--- src/rtl/powlib_sfifo_pkg.sv ---
// Shared helpers for the powlib single-clock FIFO.
// Constant functions for pointer sizing and non-power-of-2 wrap.
package powlib_sfifo_pkg;

    function automatic int powlib_clogb2(input int v);
        int r;
        r = 0;
        for (int x = v - 1; x > 0; x = x >> 1) begin
            r++;
        end
        return r;
    endfunction

    function automatic int powlib_wrapinc(input int ptr, input int d);
        return (ptr == d - 1) ? 0 : ptr + 1;
    endfunction

endpackage

--- src/rtl/powlib_dpram.sv ---
// Simple dual-port RAM: one synchronous write port, one async read port.
// EWBE=1 enables per-bit write enables; storage is never reset.
module powlib_dpram #(
    parameter int W    = 16,
    parameter int D    = 8,
    parameter int EWBE = 0,
    parameter int WIDX = 3
) (
    input  logic            clk,
    input  logic [WIDX-1:0] wridx,
    input  logic [W-1:0]    wrdata,
    input  logic [W-1:0]    wrbe,
    input  logic            wrvld,
    input  logic [WIDX-1:0] rdidx,
    output logic [W-1:0]    rddata
);

    logic [W-1:0] mem_q [D];
    logic [W-1:0] wrword;

    always_comb begin
        wrword = wrdata;
        if (EWBE != 0) begin
            wrword = (mem_q[wridx] & ~wrbe) | (wrdata & wrbe);
        end
    end

    always_ff @(posedge clk) begin
        if (wrvld) begin
            mem_q[wridx] <= wrword;
        end
    end

    assign rddata = mem_q[rdidx];

endmodule

--- src/rtl/powlib_sfifo.sv ---
// Single-clock FWFT FIFO with valid/ready on both sides, occupancy and flush.
// Define POWLIB_SFIFO_ERR_EN to add sticky ovfl/udfl error outputs.
module powlib_sfifo
    import powlib_sfifo_pkg::*;
#(
    parameter int W    = 16,
    parameter int D    = 8,
    parameter int AFT  = D - 2,
    parameter int WIDX = powlib_clogb2(D),
    parameter int WCNT = powlib_clogb2(D + 1)
) (
    input  logic            clk,
    input  logic            rst,
    input  logic            clr,
    input  logic [W-1:0]    wrdata,
    input  logic            wrvld,
    output logic            wrrdy,
    output logic [W-1:0]    rddata,
    output logic            rdvld,
    input  logic            rdrdy,
    output logic [WCNT-1:0] cnt,
    output logic            afull
`ifdef POWLIB_SFIFO_ERR_EN
    ,
    output logic            ovfl,
    output logic            udfl
`endif
);

    logic [WIDX-1:0] wrptr_q, wrptr_d;
    logic [WIDX-1:0] rdptr_q, rdptr_d;
    logic [WCNT-1:0] cnt_q, cnt_d;
    logic            wr_fire;
    logic            rd_fire;

    assign wrrdy = (cnt_q != WCNT'(D));
    assign rdvld = (cnt_q != '0);
    assign afull = (cnt_q >= WCNT'(AFT));
    assign cnt   = cnt_q;

    // A flushed cycle's write must not reach storage either.
    assign wr_fire = wrvld & wrrdy & ~clr;
    assign rd_fire = rdvld & rdrdy & ~clr;

    always_comb begin
        wrptr_d = wrptr_q;
        rdptr_d = rdptr_q;
        cnt_d   = cnt_q;
        if (clr) begin
            wrptr_d = '0;
            rdptr_d = '0;
            cnt_d   = '0;
        end else begin
            if (wr_fire) begin
                wrptr_d = WIDX'(powlib_wrapinc(int'(wrptr_q), D));
            end
            if (rd_fire) begin
                rdptr_d = WIDX'(powlib_wrapinc(int'(rdptr_q), D));
            end
            if (wr_fire && !rd_fire) begin
                cnt_d = cnt_q + WCNT'(1);
            end else if (rd_fire && !wr_fire) begin
                cnt_d = cnt_q - WCNT'(1);
            end
        end
    end

    always_ff @(posedge clk or posedge rst) begin
        if (rst) begin
            wrptr_q <= '0;
            rdptr_q <= '0;
            cnt_q   <= '0;
        end else begin
            wrptr_q <= wrptr_d;
            rdptr_q <= rdptr_d;
            cnt_q   <= cnt_d;
        end
    end

    powlib_dpram #(
        .W    (W),
        .D    (D),
        .EWBE (0),
        .WIDX (WIDX)
    ) u_ram (
        .clk    (clk),
        .wridx  (wrptr_q),
        .wrdata (wrdata),
        .wrbe   ({W{1'b1}}),
        .wrvld  (wr_fire),
        .rdidx  (rdptr_q),
        .rddata (rddata)
    );

`ifdef POWLIB_SFIFO_ERR_EN
    logic ovfl_q, ovfl_d;
    logic udfl_q, udfl_d;

    always_comb begin
        ovfl_d = ovfl_q | (wrvld & ~wrrdy);
        udfl_d = udfl_q | (rdrdy & ~rdvld);
        if (clr) begin
            ovfl_d = 1'b0;
            udfl_d = 1'b0;
        end
    end

    always_ff @(posedge clk or posedge rst) begin
        if (rst) begin
            ovfl_q <= 1'b0;
            udfl_q <= 1'b0;
        end else begin
            ovfl_q <= ovfl_d;
            udfl_q <= udfl_d;
        end
    end

    assign ovfl = ovfl_q;
    assign udfl = udfl_q;
`endif

endmodule

--- config.mk ---
export PLATFORM = sky130hd
export DESIGN_NAME = powlib_sfifo
export DESIGN_NICKNAME = d
export VERILOG_FILES = /design/src/rtl/powlib_sfifo_pkg.sv /design/src/rtl/powlib_dpram.sv /design/src/rtl/powlib_sfifo.sv
export SDC_FILE = /design/constraint.sdc
export NUM_CORES = 1
export LEC_CHECK = 0
export BUFFER_PORTS_ARGS = -buffer_cell sky130_fd_sc_hd__buf_2
export CAP_MARGIN = 15
export CORE_ASPECT_RATIO = 0.8
export CORE_MARGIN = 3
export CORE_UTILIZATION = 55
export CTS_CLUSTER_DIAMETER = 150
export DETAILED_ROUTE_END_ITERATION = 8
export GPL_ROUTABILITY_DRIVEN = 0
export GPL_TIMING_DRIVEN = 0
export HOLD_SLACK_MARGIN = 0.02
export PLACE_DENSITY = 0.76
export SLEW_MARGIN = 10
export SYNTH_ARGS = -nofsm -noshare
export SYNTH_HDL_FRONTEND = slang
export SYNTH_HIERARCHICAL = 1
export SYNTH_SLANG_ARGS = --single-unit
--- constraint.sdc ---
create_clock -name clk -period 5.5 [get_ports clk]
set_input_delay 1.1 -clock clk [delete_from_list [all_inputs] [get_ports clk]]
set_output_delay 1.1 -clock clk [all_outputs]
set_load 0.02 [all_outputs]
* After elaboration in Yosys (flattened, before gate mapping)
Memory sizes are Yosys's and may differ from the RTL's. Cells that the tools add are included.
Word-level totals: register bits after elaboration 10, bits in latches 0, RAM bits 128, ROM bits 0, input bits 21, output and inout port bits 23, memories 1
Memory list:
- u_ram.mem_q | words 8, width 16, read ports 1, clocked after memory_dff 0, write ports 1, RTL line powlib_dpram.sv:18 | logic [W-1:0] mem_q [D];
Operators by class: add/subtract/negate cells 4, multipliers 0, divide/modulo/power cells 0, $lt $le $gt $ge 1, equality and inequality tests 3, shift operators 0, muxes and demuxes 11, bitwise operators 5, reduce and logical (&&, ||, !) cells 8
Operators with widths (number):
- 3-bit 2-to-1 mux | 6
- 4-bit 2-to-1 mux | 3
- 3-bit by 1-bit adder with 3-bit output (second input constant) | 2
- 3-bit by 1-bit equality test with 1-bit output (second input constant) | 2
- 4-bit by 1-bit adder with 4-bit output (second input constant) | 1
- 1-bit AND | 4
- 4-bit by 3-bit >= comparator with 1-bit output (second input constant) | 1
- 4-bit != test (second input constant) | 1
- 2-bit nonzero test | 2
- 4-bit nonzero test | 1
- 4-bit by 1-bit subtractor with 4-bit output (second input constant) | 1
- 3-bit nonzero test | 1
- 1-bit logical AND | 2
- 1-bit zero test | 2
- 1-bit 2-to-1 mux | 2
- 1-bit inverter | 1

* Depth between registers and ports, before layout
Gate-level depths: netlist of run 1.
depth in word-level cells 8, gate-level depth with buffers 11, depth with buffers taken out 9

* Modules after synthesis
Netlist of run 1, hierarchy kept.
By module, submodules not included:
- powlib_dpram | times used 1, cells an instance 198, area an instance 4973.5 sq um
- powlib_sfifo | times used 1, cells an instance 75, area an instance 729.4 sq um

* Worst setup path before layout of run 1
OpenSTA, ideal clock, no wires.
path type input to register, from in wrvld, to mem u_ram.mem_q[0][0], enable pin, library setup time 409 ps, arrival time 2920 ps, setup slack 2171 ps, stages on the path 5, path buffers 1, cell sequence clkbuf_1 > nand2_1 > nor2_1 > nand2b_1 > nor3_1
On the way: word-level cells in the longest chain between the ends 4
RTL lines:
- from (decl) | RTL line powlib_sfifo.sv:16 | input logic wrvld,
- 1-bit AND (2 in a row) | RTL line powlib_sfifo.sv:42 | assign wr_fire = wrvld & wrrdy & ~clr;
- net wr_fire | RTL line powlib_sfifo.sv:33 | logic wr_fire;
- 1-bit 2-to-1 mux | RTL line powlib_dpram.sv:29 | if (wrvld) begin
- 1-bit 2-to-1 mux (not written as such) | RTL line powlib_dpram.sv:30 | mem_q[wridx] <= wrword;
- to (decl) | RTL line powlib_dpram.sv:18
The timed path passes the listed nets, and every way through them passes these cells.

* Worst setup path after layout of run 1
from reg rdptr_q[2], to out rddata[8]
On the way: word-level cells in the longest chain between the ends 1
RTL lines:
- from (decl) | RTL line powlib_sfifo.sv:31 | logic [WIDX-1:0] rdptr_q, rdptr_d;
- from (signal assigned) | RTL line powlib_sfifo.sv:75 | rdptr_q <= rdptr_d;
- memory read 8 x 16 bit
- to (decl) | RTL line powlib_sfifo.sv:18 | output logic [W-1:0] rddata,
No other way between the ends.

==> metrics.log, run 1 <==
[metrics] RSZ-0062 raised after global routing: no
[metrics] largest net degree at the start of global routing: 17
[metrics] number of antenna violations at the first check in global routing: 0
[metrics] top achievable clock speed: 291 MHz
[metrics] number of resized instances in the post-cts repair step: 0
[metrics] clock root buffer: clkbuf_16
[metrics] start point of the worst hold path: rdptr_q[1]
[metrics] clock buffer depth: 2
[metrics] leakage power summed over all cells: 2.44 nW
[metrics] first-pass detailed-route iteration total: 4
[metrics] Peak supply drop: 0.000364 V
[metrics] Global Route Usage Sum: 19.6%
[metrics] Crit-path slowest cell: buf_1
[metrics] count of antenna-violating nets left after detailed routing: 0
[metrics] Critical Path, Cell by Cell: buf_1 -> mux4_1 -> mux2_2 -> buf_2
[metrics] clock latency reported for the late side of the worst-skew pair: 400 ps
[metrics] count of endpoints failing hold in the final timing report: 0
[metrics] setup total negative slack: 0 ps
[metrics] Arr. time, crit path: 2340 ps
[metrics] fin crit period: 3440 ps
[metrics] final setup violating endpoints: 0
[metrics] crit path from: rdptr_q[2]
[metrics] per-cell via count in the routed design: 5.82
[metrics] die area: 0.0116 mm²
[metrics] Nets: 371
[metrics] count of unresolved DRC violations after routing: 0
[metrics] Worst Hold Margin: 567 ps
[metrics] # hold bufs at CTS: 0
[metrics] Worst Hold Class: reg -> reg
[metrics] detailed-route wire length per cell: 21.6 µm
[metrics] Final Max Tran Viols: 0
[metrics] Post-DP HPWL: 6.94 mm
[metrics] Horiz. Die Dim: 120 µm
[metrics] Detailed Route Iter0 Violations: 204
[metrics] starting density of the core: 57.9%
[metrics] Req. time, crit path: 4400 ps
[metrics] status: completed
[metrics] share of the clock period used by the worst path after layout: 62.5%
[metrics] TritonCTS clock tree: done
[metrics] core area: 0.00985 mm²
[metrics] startpoint type of the worst setup path: flop
[metrics] share of post-route cells with drive strength above 1: 35.7%
[metrics] Syn Inst Count: 272
[metrics] count of max-cap constraint violations: 0
[metrics] clock net sink count: 138
[metrics] Clock transition at path regs: 60 ps
[metrics] relative slew slack: 49.2%
[metrics] I/O pin count: 44
[metrics] clk_skew: 10.2 ps
[metrics] number of CTS-inserted buffers: 17
[metrics] count of warnings emitted by yosys: 6
[metrics] mean instance size in the synthesized netlist: 21.0 µm²
[metrics] vertical extent of the die: 97.1 µm
[metrics] worst slew pin tran: 761 ps
[metrics] Synth-to-Final Area Change: 21.3%
[metrics] antenna cell count: 0
[metrics] critical path class: reg -> out
[metrics] kind of end point of the critical path: output pin
[metrics] quantity of I/O buffers inserted on ports: 42
[metrics] post-synth net total: 300
[metrics] global-route wire length before repair: 16.7 mm
[metrics] pwr/cell area: 454 mW/mm²
[metrics] number of global-route vias before repair: 2901
[metrics] overflow left after global routing: 0
[metrics] cell area after synthesis: 0.00570 mm²
[metrics] sum of routed wire length over all layers: 10.6 mm
[metrics] total setup buffers inserted after CTS: 0
[metrics] standard-cell row count: 32
[metrics] routed via count: 2865
[metrics] CTS HTree Levels: 4
[metrics] maximum fanout along the worst path: 10
[metrics] launch instance of the worst register-to-register path: cnt[1]
[metrics] delay of the slowest cell on the worst path: 610 ps
[routing by layer]
| layer | wire length, µm | vias up | GRT usage, % |
|---|---|---|---|
| met2 | 5270 | 63 | 30.7 |
| met5 | 0 | - | 0 |
| li1 | - | 1286 | - |
| met4 | 68 | 0 | 5.02 |
| met3 | 492 | 4 | 5.76 |
| met1 | 4790 | 1512 | 27.6 |
[sequential cells by signal (all words and copies together) (netlist names)]
name and cells:
u_ram/mem_q 128, cnt 4, rdptr_q 3, wrptr_q 3
[report_power, final]
| part | leakage, nW | internal, mW | switching (mW) |
|---|---|---|---|
| combinational | 0.826 | 0.288 | 0.348 |
| sequential | 1.29 | 1.19 | 0.0315 |
| clock | 0.328 | 0.884 | 0.399 |
[final cells by class]
type | instances | area (µm²)
multi-input combinational | 116 | 1520
fill | 626 | 2940
buffer | 15 | 101
inverter | 3 | 11.3
tap | 136 | 170
clock buffer | 20 | 467
clock inverter | 12 | 218
timing repair buffer | 52 | 334
sequential | 138 | 4090
[worst max-delay path, delay by kind of cell, from the launching register on]
family   cells  cell delay (ps)
flops        1              460
mux          2              700
buf+inv      2              770
[worst paths after layout]
| path | endpoint | slack, ps | cells after the start |
|---|---|---|---|
| setup / recovery | rddata[8] | 2060 | 4 |
| hold / removal | rdptr_q[1] | 570 | 2 |
| setup reg to reg | cnt[3] | 2640 | 11 |
| hold reg to reg | rdptr_q[1] | 570 | 2 |
| max in group asynchronous | cnt[2] | 4510 | 2 |
| min in group asynchronous | wrptr_q[0] | 690 | 2 |
[cell usage in the layout, fill, tap and decap left out, drive strengths merged, types with 3 or more instances in the layout]
cell type and count:
inv 3, edfxtp 128, mux2 16, nor2 14
ha 6, dfrtp 10, buf 63, mux2i 4
a211oi 3, clkbuf 24, nand2 7, nor3 4
clkinvlp 3, clkinv 3, nand2b 5, a21oi 7
bufinv 6, mux4 32
[stage by stage]
| stage | total power [mW] | std cells | util [%] | setup slack [ps] | cell area, µm² |
|---|---|---|---|---|---|
| 5_1_grt | 3.26 | 492 | 70.2 | 1930 | 6910 |
| 3_5_place_dp | 1.88 | 460 | 63.2 | 2290 | 6230 |
| 4_1_cts | 3.17 | 492 | 70.2 | 2020 | 6910 |
| 3_3_place_gp | 1.85 | 450 | 61.7 | 982 | 6080 |
| 6_report | 3.14 | 492 | 70.2 | 2060 | 6910 |
| 2_1_floorplan | 1.70 | 272 | - | 2170 | 5700 |
(Power assumes the default switching activity.)
==> inputs of run 2 (changes only) <==
- ABC_AREA: unset -> 1
- clock period: 5.5 -> 3.2 ns (I/O delays scaled with it)
==> run 2 against run 1 <==
Area after synthesis increased by 11%; sequential power increased by 73%; combinational power increased by 120%; register-to-register slack got worse by 1600 ps; critical path depth increased by 2; highest routed layer unchanged; non-clock buffer count increased by 7; final cell count increased by 78%.
==> metrics.log, run 2 <==
[metrics] critical path class: reg -> out (unchanged)
[metrics] post-synth net total: 679 (was 300)
[metrics] clock latency reported for the late side of the worst-skew pair: 420 ps (was 400 ps)
[metrics] share of power burned in combinational logic: 26.4% (was 20.2%)
[metrics] count of warnings emitted by yosys: 6 (unchanged)
[metrics] final setup violating endpoints: 0 (unchanged)
[metrics] per-cell via count in the routed design: 5.19 (was 5.82)
[metrics] count of endpoints failing hold in the final timing report: 0 (unchanged)
[metrics] overflow left after global routing: 0 (unchanged)
[metrics] largest delay contributor family on the critical path: buffers and inverters (unchanged)
[metrics] Crit path top cell by count: buf_2
[metrics] Buf/Inv on CP: 4 (was 2)
[metrics] relative slew slack: 55.6% (was 49.2%)
[metrics] Syn Inst Count: 651 (was 272)
[metrics] post-layout utilization of the core: 67.3% (was 70.2%)
[metrics] Global Route Usage Sum: 23.7% (was 19.6%)
[metrics] first-pass detailed-route iteration total: 5 (was 4)
[metrics] Arr. time, crit path: 2000 ps (was 2340 ps)
[metrics] core area: 0.0111 mm² (was 0.00985 mm²)
[metrics] pwr/cell area: 729 mW/mm² (was 454 mW/mm²)
[metrics] detailed-route wire length per cell: 16.4 µm (was 21.6 µm)
[metrics] setup total negative slack: 0 ps (unchanged)
[metrics] mean instance size in the synthesized netlist: 9.75 µm² (was 21.0 µm²)
[metrics] top achievable clock speed: 379 MHz
[metrics] TritonCTS clock tree: done (unchanged)
[metrics] Worst Hold Class: in -> async (was reg -> reg)
[metrics] delay of the slowest cell on the worst path: 420 ps (was 610 ps)
[metrics] fin crit period: 2640 ps
[metrics] largest net degree at the start of global routing: 17 (unchanged)
[metrics] sum of routed wire length over all layers: 14.4 mm (was 10.6 mm)
[metrics] number of resized instances in the post-cts repair step: 0 (unchanged)
[metrics] Crit-path slowest cell: dfrtp_1 (was buf_1)
[metrics] Nets: 749 (was 371)
[metrics] routed via count: 4553 (was 2865)
[metrics] vertical extent of the die: 102 µm (was 97.1 µm)
[metrics] share of the clock period used by the worst path after layout: 82.5%
[metrics] launch instance of the worst register-to-register path: cnt[3] (was cnt[1])
[metrics] P_sw: 1.77 mW (was 778 µW)
[metrics] crit path from: rdptr_q[2] (unchanged)
[metrics] maximum fanout along the worst path: 10 (unchanged)
[metrics] Post-DP HPWL: 9.41 mm (was 6.94 mm)
[metrics] Detailed Route Iter0 Violations: 429 (was 204)
[metrics] global-route wire length before repair: 22.5 mm (was 16.7 mm)
[metrics] I/O pin count: 44 (unchanged)
[metrics] Clock transition at path regs: 60 ps (about the same)
[metrics] worst slew pin tran: 665 ps (was 761 ps)
[metrics] count of unresolved DRC violations after routing: 0 (unchanged)
[metrics] clock buffer depth: 2 (unchanged)
[metrics] number of global-route vias before repair: 4354 (was 2901)
[metrics] Largest Register: u_ram/mem_q (unchanged)
[metrics] number of antenna violations at the first check in global routing: 0 (unchanged)
[metrics] Req. time, crit path: 2560 ps (was 4400 ps)
[metrics] starting density of the core: 57.4% (was 57.9%)
[metrics] clock share of power: 34.8% (was 40.8%)
[metrics] power share of the sequential group: 38.8% (was 38.9%)
[metrics] commonest non-fill, non-tap cell in the layout: nand2_1 (was edfxtp_1)
[metrics] leakage power summed over all cells: 3.52 nW (was 2.44 nW)
[metrics] number of CTS-inserted buffers: 17 (unchanged)
[metrics] Synth-to-Final Area Change: 17.3% (was 21.3%)
[metrics] Peak supply drop: 0.000528 V (was 0.000364 V)
[metrics] clock root buffer: clkbuf_16 (unchanged)
[metrics] share of post-route cells with drive strength above 1: 17.6% (was 35.7%)
[metrics] flip-flop count of the largest register, all copies and words added: 128 (unchanged)
[metrics] status: completed (unchanged)
[metrics] quantity of I/O buffers inserted on ports: 43 (was 42)
[metrics] # hold bufs at CTS: 0 (unchanged)
[metrics] kind of end point of the critical path: output pin (unchanged)
[metrics] standard-cell row count: 34 (was 32)
[metrics] highest-count cells in the layout ignoring fill and taps: 233 x nand2_1, 141 x inv_1, 128 x edfxtp_1 (was 128 x edfxtp_1, 43 x buf_2, 28 x mux4_1)
[metrics] cell area after synthesis: 0.00635 mm² (was 0.00570 mm²)
[metrics] total setup buffers inserted after CTS: 0 (unchanged)
[metrics] switching power share of the total: 32.7% (was 24.8%)
[metrics] RSZ-0062 raised after global routing: no (unchanged)
[metrics] clk_skew: 7.14 ps (was 10.2 ps)
[metrics] die area: 0.0129 mm² (was 0.0116 mm²)
[metrics] Critical Path, Cell by Cell: buf_2 -> inv_1 -> buf_2 -> nand2_1 -> nand2_1 -> buf_2 (was buf_1 -> mux4_1 -> mux2_2 -> buf_2)
[metrics] count of max-cap constraint violations: 0 (unchanged)
[metrics] CTS HTree Levels: 4 (unchanged)
[metrics] antenna cell count: 0 (unchanged)
[metrics] startpoint type of the worst setup path: flop (unchanged)
[metrics] clock net sink count: 138 (unchanged)
[metrics] Final Max Tran Viols: 0 (unchanged)
[metrics] count of antenna-violating nets left after detailed routing: 0 (unchanged)
[metrics] Cell Int Power: 3.65 mW (was 2.36 mW)
[metrics] Horiz. Die Dim: 126 µm (was 120 µm)
run 2: cell type report:
cell class / count / area [µm²]
Clock inverter: 15 / 148
Inverter: 146 / 562
Timing Repair Buffer: 51 / 324
Clock buffer: 17 / 425
Fill cell: 860 / 3610
Multi-Input combinational cell: 344 / 1540
Sequential cell: 138 / 4090
Buffer: 23 / 169
Tap cell: 144 / 180
run 2: per-layer routing:
metal	track usage, %	routed length [µm]	vias to the layer above
met1	31.4	6210	2139
met2	38.4	6850	213
met4	7.58	204	0
met5	0	0	-
met3	6.90	1170	27
li1	-	-	2174
run 2: final timing paths:
path / endpoint / slack, ps / cells after the start
max: rddata[5] / 560 / 6
min reg2reg: wrptr_q[0] / 550 / 1
min in group clk: u_ram/mem_q[4][10] / 490 / 1
max reg2reg: u_ram/mem_q[1][12] / 1020 / 8
max in group asynchronous: cnt[1] / 2700 / 2
min: wrptr_q[0] / 200 / 2
run 2: stage by stage:
| step | std cells | total power [mW] | hold slack [ps] | setup WS (ps) | area [µm²] |
|---|---|---|---|---|---|
| 6_report | 878 | 5.43 | 198 | 560 | 7450 |
| 5_1_grt | 878 | 5.70 | 216 | 455 | 7450 |
| 4_1_cts | 878 | 5.44 | 196 | 561 | 7450 |
| 3_5_place_dp | 846 | 3.55 | 537 | 692 | 6870 |
| 3_3_place_gp | 838 | 3.50 | 527 | 107 | 6740 |
| 2_1_floorplan | 651 | 3.10 | 480 | 920 | 6350 |
run 2: worst register-to-register path: stages (launching register included):
cell	delay (ps)
dfrtp_1	430
inv_2	90
nor2_2	40
nand2_1	80
nand3_2	130
inv_1	130
nand2_1	170
nor2_2	580
buf_6	250
run 2: power by group through the flow:
stage / Clock (mW) / Combinational, mW / Sequential [mW]
floorplan: 0 / 0.940 / 2.16
global placement: 0 / 1.36 / 2.14
detailed placement: 0 / 1.41 / 2.14
CTS: 1.91 / 1.42 / 2.11
global route: 2.02 / 1.57 / 2.11
finish: 1.89 / 1.43 / 2.11
